==> src/rtl/color_pkg.sv <==
// Shared types and constants for the colour normalisation path.
// The gamma table is only elaborated when COLOR_GAMMA_EN is defined.
package color_pkg;

   typedef enum logic [1:0] {ACC, AVG, DIV, OUT} state_t;

   localparam int DIV_CYCLES = 24;
   localparam int OUT_W      = 8;

   typedef logic [255:0][OUT_W-1:0] gamma_lut_t;

   // (2m+1)^5 * 255^6: compared against 32*q^11 to round 255*(q/255)^2.2 exactly
   function automatic logic [127:0] gamma_step(input int m);
      logic [127:0] k, s6, r;
      k  = 128'(2 * m + 1);
      s6 = 128'd1;
      for (int i = 0; i < 6; i++) s6 = s6 * 128'd255;
      r = k * k * k * k * k * s6;
      return r;
   endfunction

   function automatic gamma_lut_t gamma_table();
      gamma_lut_t   t;
      logic [127:0] p;
      int           m;
      t = '0;
      m = 0;
      for (int q = 0; q < 256; q++) begin
         p = 128'd32;
         for (int i = 0; i < 11; i++) p = p * 128'(q);
         while (m < 255 && gamma_step(m) <= p) m++;
         t[q] = 8'(m);
      end
      return t;
   endfunction

endpackage

==> src/rtl/color_seq_div.sv <==
// Sequential restoring divider: load on start, DIV_CYCLES iterations, done pulse
// when the quotient is final. Quotient saturates to 8 bits; divide by zero yields 0.
module color_seq_div
   import color_pkg::*;
#(
   parameter int IN_W = 16
) (
   input  logic                  sys_clk,
   input  logic                  sys_rst_n,
   input  logic                  start,
   input  logic [DIV_CYCLES-1:0] num,
   input  logic [IN_W-1:0]       den,
   output logic                  done,
   output logic [OUT_W-1:0]      q
);

   logic [IN_W-1:0]       rem, den_q, diff;
   logic [DIV_CYCLES-1:0] quo;
   logic [4:0]            cnt;
   logic [IN_W:0]         shifted;

   // remainder always stays below den, so IN_W bits hold it
   always_comb begin
      shifted = {rem, quo[DIV_CYCLES-1]};
      diff    = shifted[IN_W-1:0] - den_q;
   end

   always_ff @(posedge sys_clk or negedge sys_rst_n) begin
      if (!sys_rst_n) begin
         rem   <= '0;
         den_q <= '0;
         quo   <= '0;
         cnt   <= '0;
         done  <= 1'b0;
      end else if (start) begin
         rem   <= '0;
         quo   <= num;
         den_q <= den;
         cnt   <= 5'(DIV_CYCLES);
         done  <= 1'b0;
      end else if (cnt != 5'd0) begin
         if (shifted >= {1'b0, den_q}) begin
            rem <= diff;
            quo <= {quo[DIV_CYCLES-2:0], 1'b1};
         end else begin
            rem <= shifted[IN_W-1:0];
            quo <= {quo[DIV_CYCLES-2:0], 1'b0};
         end
         cnt  <= cnt - 5'd1;
         done <= (cnt == 5'd1);
      end else begin
         done <= 1'b0;
      end
   end

   always_comb begin
      if (den_q == '0)                         q = '0;
      else if (|quo[DIV_CYCLES-1:OUT_W])       q = '1;
      else                                     q = quo[OUT_W-1:0];
   end

endmodule

==> src/rtl/color_norm_filter.sv <==
// Averages 2**AVG_LOG2 RGBC samples and normalises R/G/B to the clear channel.
// Define COLOR_GAMMA_EN to add a gamma-2.2 LUT stage (one extra cycle of latency).
module color_norm_filter
   import color_pkg::*;
#(
   parameter int AVG_LOG2 = 2,
   parameter int IN_W     = 16
) (
   input  logic            sys_clk,
   input  logic            sys_rst_n,
   input  logic            raw_valid,
   input  logic [IN_W-1:0] raw_r,
   input  logic [IN_W-1:0] raw_g,
   input  logic [IN_W-1:0] raw_b,
   input  logic [IN_W-1:0] raw_c,
   output logic            raw_ready,
   output logic [7:0]      data_r,
   output logic [7:0]      data_g,
   output logic [7:0]      data_b,
   output logic            data_valid
);

   localparam int ACC_W = IN_W + AVG_LOG2;

   state_t                state;
   logic [ACC_W-1:0]      acc_r, acc_g, acc_b, acc_c;
   logic [AVG_LOG2-1:0]   cnt;
   logic [IN_W-1:0]       avg_r, avg_g, avg_b, avg_c, avg_sel;
   logic [4:0]            dcnt;
   logic [1:0]            ch;
   logic [OUT_W-1:0]      q0, q1, div_q;
   logic                  div_start, div_done, accept;
   logic [DIV_CYCLES-1:0] num;

`ifdef COLOR_GAMMA_EN
   localparam gamma_lut_t GAMMA = gamma_table();
   logic [OUT_W-1:0] g_r, g_g, g_b;
   logic             g_vld;
`endif

   assign accept    = raw_valid & raw_ready;
   assign div_start = (state == DIV) && (dcnt == 5'd0);

   always_comb begin
      case (ch)
         2'd0:    avg_sel = avg_r;
         2'd1:    avg_sel = avg_g;
         default: avg_sel = avg_b;
      endcase
      num = DIV_CYCLES'(avg_sel) * DIV_CYCLES'(255);
   end

   color_seq_div #(.IN_W(IN_W)) u_div (
      .sys_clk   (sys_clk),
      .sys_rst_n (sys_rst_n),
      .start     (div_start),
      .num       (num),
      .den       (avg_c),
      .done      (div_done),
      .q         (div_q)
   );

   always_ff @(posedge sys_clk or negedge sys_rst_n) begin
      if (!sys_rst_n) begin
         state      <= ACC;
         raw_ready  <= 1'b1;
         acc_r      <= '0;
         acc_g      <= '0;
         acc_b      <= '0;
         acc_c      <= '0;
         cnt        <= '0;
         avg_r      <= '0;
         avg_g      <= '0;
         avg_b      <= '0;
         avg_c      <= '0;
         dcnt       <= '0;
         ch         <= '0;
         q0         <= '0;
         q1         <= '0;
         data_r     <= '0;
         data_g     <= '0;
         data_b     <= '0;
         data_valid <= 1'b0;
`ifdef COLOR_GAMMA_EN
         g_r        <= '0;
         g_g        <= '0;
         g_b        <= '0;
         g_vld      <= 1'b0;
`endif
      end else begin
         data_valid <= 1'b0;
         // R then G quotients shift through q0/q1; B is taken straight from the divider in OUT
         if (div_done) begin
            q0 <= q1;
            q1 <= div_q;
         end
`ifdef COLOR_GAMMA_EN
         g_vld <= 1'b0;
         if (g_vld) begin
            data_r     <= g_r;
            data_g     <= g_g;
            data_b     <= g_b;
            data_valid <= 1'b1;
         end
`endif
         case (state)
            ACC: if (accept) begin
               acc_r <= acc_r + ACC_W'(raw_r);
               acc_g <= acc_g + ACC_W'(raw_g);
               acc_b <= acc_b + ACC_W'(raw_b);
               acc_c <= acc_c + ACC_W'(raw_c);
               cnt   <= cnt + 1'b1;
               if (&cnt) begin
                  state     <= AVG;
                  raw_ready <= 1'b0;
               end
            end
            AVG: begin
               avg_r <= acc_r[ACC_W-1:AVG_LOG2];
               avg_g <= acc_g[ACC_W-1:AVG_LOG2];
               avg_b <= acc_b[ACC_W-1:AVG_LOG2];
               avg_c <= acc_c[ACC_W-1:AVG_LOG2];
               acc_r <= '0;
               acc_g <= '0;
               acc_b <= '0;
               acc_c <= '0;
               cnt   <= '0;
               ch    <= '0;
               dcnt  <= '0;
               state <= DIV;
            end
            DIV: begin
               if (dcnt == 5'(DIV_CYCLES)) begin
                  dcnt <= '0;
                  if (ch == 2'd2) state <= OUT;
                  else            ch    <= ch + 2'd1;
               end else begin
                  dcnt <= dcnt + 5'd1;
               end
            end
            OUT: begin
`ifdef COLOR_GAMMA_EN
               g_r   <= GAMMA[q0];
               g_g   <= GAMMA[q1];
               g_b   <= GAMMA[div_q];
               g_vld <= 1'b1;
`else
               data_r     <= q0;
               data_g     <= q1;
               data_b     <= div_q;
               data_valid <= 1'b1;
`endif
               state     <= ACC;
               raw_ready <= 1'b1;
            end
            default: state <= ACC;
         endcase
      end
   end

endmodule

==> config.mk <==
export PLATFORM = sky130hd
export DESIGN_NAME = color_norm_filter
export DESIGN_NICKNAME = d
export VERILOG_FILES = /design/src/rtl/color_pkg.sv /design/src/rtl/color_seq_div.sv /design/src/rtl/color_norm_filter.sv
export SDC_FILE = /design/constraint.sdc
export NUM_CORES = 1
export LEC_CHECK = 0
export BUFFER_PORTS_ARGS = -buffer_cell sky130_fd_sc_hd__buf_2
export CAP_MARGIN = 20
export CORE_ASPECT_RATIO = 1.1
export CORE_MARGIN = 5
export CORE_UTILIZATION = 31
export CTS_CLUSTER_DIAMETER = 50
export DETAILED_ROUTE_END_ITERATION = 10
export MAX_ROUTING_LAYER = met4
export SLEW_MARGIN = 20
export SYNTH_ARGS = -nofsm -noshare
export SYNTH_HDL_FRONTEND = slang
export SYNTH_HIERARCHICAL = 1
export SYNTH_SLANG_ARGS = --single-unit
==> constraint.sdc <==
create_clock -name sys_clk -period 14.4 [get_ports sys_clk]
set_input_delay 2.16 -clock sys_clk [delete_from_list [all_inputs] [get_ports sys_clk]]
set_output_delay 2.16 -clock sys_clk [all_outputs]
set_load 0.03 [all_outputs]
==> report_table.html <==
<table>
<tr><th>Metric</th><th>Value</th></tr>
<tr><th colspan="2">Run status</th></tr>
<tr><td>Run status</td><td>complete, no violations</td></tr>
<tr><th colspan="2">Floorplanning</th></tr>
<tr><td>Die width</td><td>234.2 um</td></tr>
<tr><td>Number of placement rows</td><td>90</td></tr>
<tr><td>Total die area</td><td>0.06008 mm2</td></tr>
<tr><td>Core footprint</td><td>0.05484 mm2</td></tr>
<tr><td>Initial cell density of the core</td><td>31.25%</td></tr>
<tr><td>Die height</td><td>256.6 um</td></tr>
<tr><td>Io pins</td><td>93</td></tr>
<tr><th colspan="2">Detailed routing</th></tr>
<tr><td>Avg WL per Cell</td><td>15.45 um</td></tr>
<tr><td>Initial detailed-routing violation count</td><td>712</td></tr>
<tr><td>Final WL</td><td>39320 um</td></tr>
<tr><td>Vias per Instance</td><td>4.913</td></tr>
<tr><td>Final ANT Viol Nets</td><td>0</td></tr>
<tr><td>Pre-Repair DR Iteration Count</td><td>5</td></tr>
<tr><td>Via total after detailed routing</td><td>12500</td></tr>
<tr><td>Post-detailed-route DRC marker count</td><td>0</td></tr>
<tr><th colspan="2">Clock network</th></tr>
<tr><td>Clock insertion delay at the later pin of the skew report</td><td>0.54 ns</td></tr>
<tr><td>CTS clk-pin slew, worst paths</td><td>0.06 ns</td></tr>
<tr><td>CTS H-tree lvls</td><td>2</td></tr>
<tr><td>Number of buffers inserted by post-CTS setup repair</td><td>0</td></tr>
<tr><td>Clock buffers created by TritonCTS</td><td>36</td></tr>
<tr><td>CTS root buf</td><td>clkbuf_16</td></tr>
<tr><td>CTS tree</td><td>yes</td></tr>
<tr><td>Number of clock sinks</td><td>251</td></tr>
<tr><td>Buffers from clock root to sink, at most</td><td>3</td></tr>
<tr><td>Post-CTS resize count</td><td>0</td></tr>
<tr><td>Post-CTS Hold Buffers</td><td>0</td></tr>
<tr><th colspan="2">STA</th></tr>
<tr><td>Unrepaired setup endpoints after global routing</td><td>false</td></tr>
<tr><td>Final Max Tran Viols</td><td>0</td></tr>
<tr><td>Period utilisation layout</td><td>46.58%</td></tr>
<tr><td>Highest clock rate</td><td>0.1491 GHz</td></tr>
<tr><td>Clock Skew</td><td>0.02209 ns</td></tr>
<tr><td>Post-route minimum period</td><td>6.708 ns</td></tr>
<tr><td>Setup-failing EPs final</td><td>0</td></tr>
<tr><td>Sum of negative setup slack</td><td>0 ns</td></tr>
<tr><td>Transition time of the tightest slew-check pin</td><td>1.063 ns</td></tr>
<tr><td>Hold Violations, Final</td><td>0</td></tr>
<tr><td>Relative slew slack</td><td>29.13%</td></tr>
<tr><th colspan="2">Synth</th></tr>
<tr><td>Count of yosys warnings during synthesis</td><td>6</td></tr>
<tr><td>Portion of synthesized cell area occupied by the leading cell type</td><td>36.51%</td></tr>
<tr><td>Flops &amp; latches, synth</td><td>251</td></tr>
<tr><td>Cell type with the highest aggregate area in the netlist</td><td>dfrtp_1</td></tr>
<tr><td>Number of nets in the synthesized netlist</td><td>1982</td></tr>
<tr><td>Most numerous cell in the Yosys netlist</td><td>dfrtp_1</td></tr>
<tr><td>Post-Syn Area</td><td>0.01714 mm2</td></tr>
<tr><td>Count of flip-flops with a built-in enable after synthesis</td><td>0</td></tr>
<tr><td>Number of instances in the synthesized netlist</td><td>1709</td></tr>
<tr><td>Avg Inst Size Synth</td><td>10.03 um2</td></tr>
<tr><td>Top cell types by occurrence after synthesis</td><td>dfrtp_1, inv_1, nand2_1, ha_1, mux2_2</td></tr>
<tr><td>Count of unique library cells instantiated by Yosys</td><td>78</td></tr>
<tr><td>Primary FF master, synth</td><td>dfrtp_1</td></tr>
<tr><td>Async set or reset register ratio after synthesis</td><td>100.0%</td></tr>
<tr><td>Share of synthesized area occupied by flip-flops and latches</td><td>36.66%</td></tr>
<tr><td>Leading cell types by total area after synthesis</td><td>dfrtp_1, ha_1, fa_1, mux2_2, inv_1</td></tr>
<tr><th colspan="2">Setup path</th></tr>
<tr><td>Critical path peak fanout</td><td>17</td></tr>
<tr><td>Stages on the worst setup path</td><td>22</td></tr>
<tr><td>Buffers &amp; Inverters on Critical Path</td><td>3</td></tr>
<tr><td>Path depth of the worst reg2reg path</td><td>22</td></tr>
<tr><td>Slowest cell on the critical path</td><td>nor2_1</td></tr>
<tr><td>Crit Path Category</td><td>flip-flop to flip-flop</td></tr>
<tr><td>Cell Chain, Critical Path</td><td>inv_1 -&gt; ha_1 -&gt; nor2_1 -&gt; a21oi_1 -&gt; xnor2_1 -&gt; xnor2_1 -&gt; fa_1 -&gt; fa_1 -&gt; inv_1 -&gt; fa_1 -&gt; inv_1 -&gt; ha_1 -&gt; a21o_1 -&gt; a21oi_1 -&gt; nand3_1 -&gt; a211oi_1 -&gt; o31ai_1 -&gt; a21o_1 -&gt; a21oi_1 -&gt; xnor2_1 -&gt; nand2_1 -&gt; o21ai_0</td></tr>
<tr><td>Beginning of the worst register-to-register path</td><td>ch[0]</td></tr>
<tr><td>Family with the most delay on the worst path</td><td>adder cells</td></tr>
<tr><td>Beginning of the critical path</td><td>ch[0]</td></tr>
<tr><td>Delay of the slowest cell on the worst path</td><td>0.80 ns</td></tr>
<tr><td>Worst setup slack for register-to-register paths</td><td>7.69 ns</td></tr>
<tr><td>CP Capture Type</td><td>flip-flop</td></tr>
<tr><td>Critical register-to-register path endpoint</td><td>u_div/quo[21]</td></tr>
<tr><td>Critical path data required time</td><td>14.84 ns</td></tr>
<tr><td>Critical path arrival</td><td>7.14 ns</td></tr>
<tr><td>Type of element launching the critical path</td><td>flip-flop</td></tr>
<tr><th colspan="2">Global routing</th></tr>
<tr><td>Antenna violations before repair</td><td>0</td></tr>
<tr><td>Overall routing resource usage</td><td>13.51%</td></tr>
<tr><td>Wire length of the first global-routing pass</td><td>65520 um</td></tr>
<tr><td>Final global-route overflow total</td><td>0</td></tr>
<tr><td>Vias in the first global route</td><td>12690</td></tr>
<tr><td>Pin count of the biggest net entering global routing</td><td>108</td></tr>
<tr><th colspan="2">Min path</th></tr>
<tr><td>Hold_sp</td><td>avg_c[4]</td></tr>
<tr><td>Destination of the worst hold path</td><td>u_div/den_q[4]</td></tr>
<tr><td>Tightest Hold Check Type</td><td>flip-flop to flip-flop</td></tr>
<tr><td>Hold-critical path depth</td><td>2</td></tr>
<tr><th colspan="2">Layout</th></tr>
<tr><td>Area Overhead vs Synth</td><td>14.53%</td></tr>
<tr><td>Number of diodes</td><td>0</td></tr>
<tr><td>Final std cell area, no fill</td><td>0.01963 mm2</td></tr>
<tr><td>Share of layout cells above drive strength 1</td><td>15.92%</td></tr>
<tr><td>Nets@finish</td><td>2055</td></tr>
<tr><th colspan="2">Place</th></tr>
<tr><td>Instance area at placement</td><td>0.01835 mm2</td></tr>
<tr><td>Final weighted congestion in routability-driven placement</td><td>0.8814</td></tr>
<tr><td>Port Buffer Count</td><td>92</td></tr>
<tr><td>Total half-perimeter wirelength after legalization and detailed placement</td><td>29660 um</td></tr>
<tr><th colspan="2">Flow run</th></tr>
<tr><td>Max Cap Viol</td><td>0</td></tr>
</table>
worst max-delay path by stage:
stage	end	slack [ns]
global route	u_div/quo[20]	7.05
floorplan	u_div/quo[23]	8.62
detailed placement	u_div/quo[21]	7.71
CTS	u_div/quo[21]	7.67
global placement	u_div/quo[21]	7.98
finish	u_div/quo[21]	7.69
logic make-up after synthesis:
kind of cell	share of synthesized area, %
adders and majority gates	17.89
buffers and inverters	4.995
and+or+nand+nor	9.120
DFF	36.66
AOI/OAI and AO/OA	17.52
muxes	8.908
xor gates and xnor gates	4.907
through the flow:
step / cells / hold WS, ns / setup WS, ns / utilization, %
3_3_place_gp: 2480 / 0.4701 / 7.983 / 33.47
3_5_place_dp: 2480 / 0.4751 / 7.714 / 33.47
4_1_cts: 2545 / 0.4887 / 7.674 / 35.78
5_1_grt: 2545 / 0.5114 / 7.049 / 35.79
2_1_floorplan: 1709 / 0.4492 / 8.622 / -
6_report: 2545 / 0.4863 / 7.692 / 35.79
area by class of cell:
class / instances / area (um2)
timing repair buffer: 100 / 534.3
fill: 5460 / 35220
inverter: 159 / 596.8
sequential: 251 / 6282
multi-input combinational: 1234 / 10020
clock inverter: 19 / 247.7
clock buffer: 46 / 1020
tap: 736 / 920.9
placed cells by master, fill, tap and decap left out, drive strengths merged, types with 40 or more instances in the layout:
cell type,count
inv,168
nand2,145
mux2,108
xor2,40
xnor2,56
clkbuf,46
a21o,62
o21ai,131
fa,65
a21oi,91
dfrtp,250
ha,141
buf,100
nor2,73
layer usage:
metal	track usage (%)	vias to the layer above	wire length (um)
met5	-	-	0
met4	3.524	0	783
met3	1.870	54	1338
met2	21.09	199	18320
met1	18.58	6061	18880
li1	-	6189	-
state kept, by name, indices dropped and copies added, names as in the netlist, 18 cells and up:
| name | flops |
|---|---|
| acc_c | 18 |
| acc_b | 18 |
| acc_g | 18 |
| acc_r | 18 |
| u_div/quo | 24 |
tightest hold or removal path: cells and delay by family (launching register included):
kind	cells	cell delay (ns)
flip-flops	1	0.34
AO/OA/AOI/OAI	1	0.06
AND/OR/NAND/NOR	1	0.05
Power is left out: the tool's default activity adds up to more than one toggle a clock period on the data nets, which glitch-free logic cannot reach.
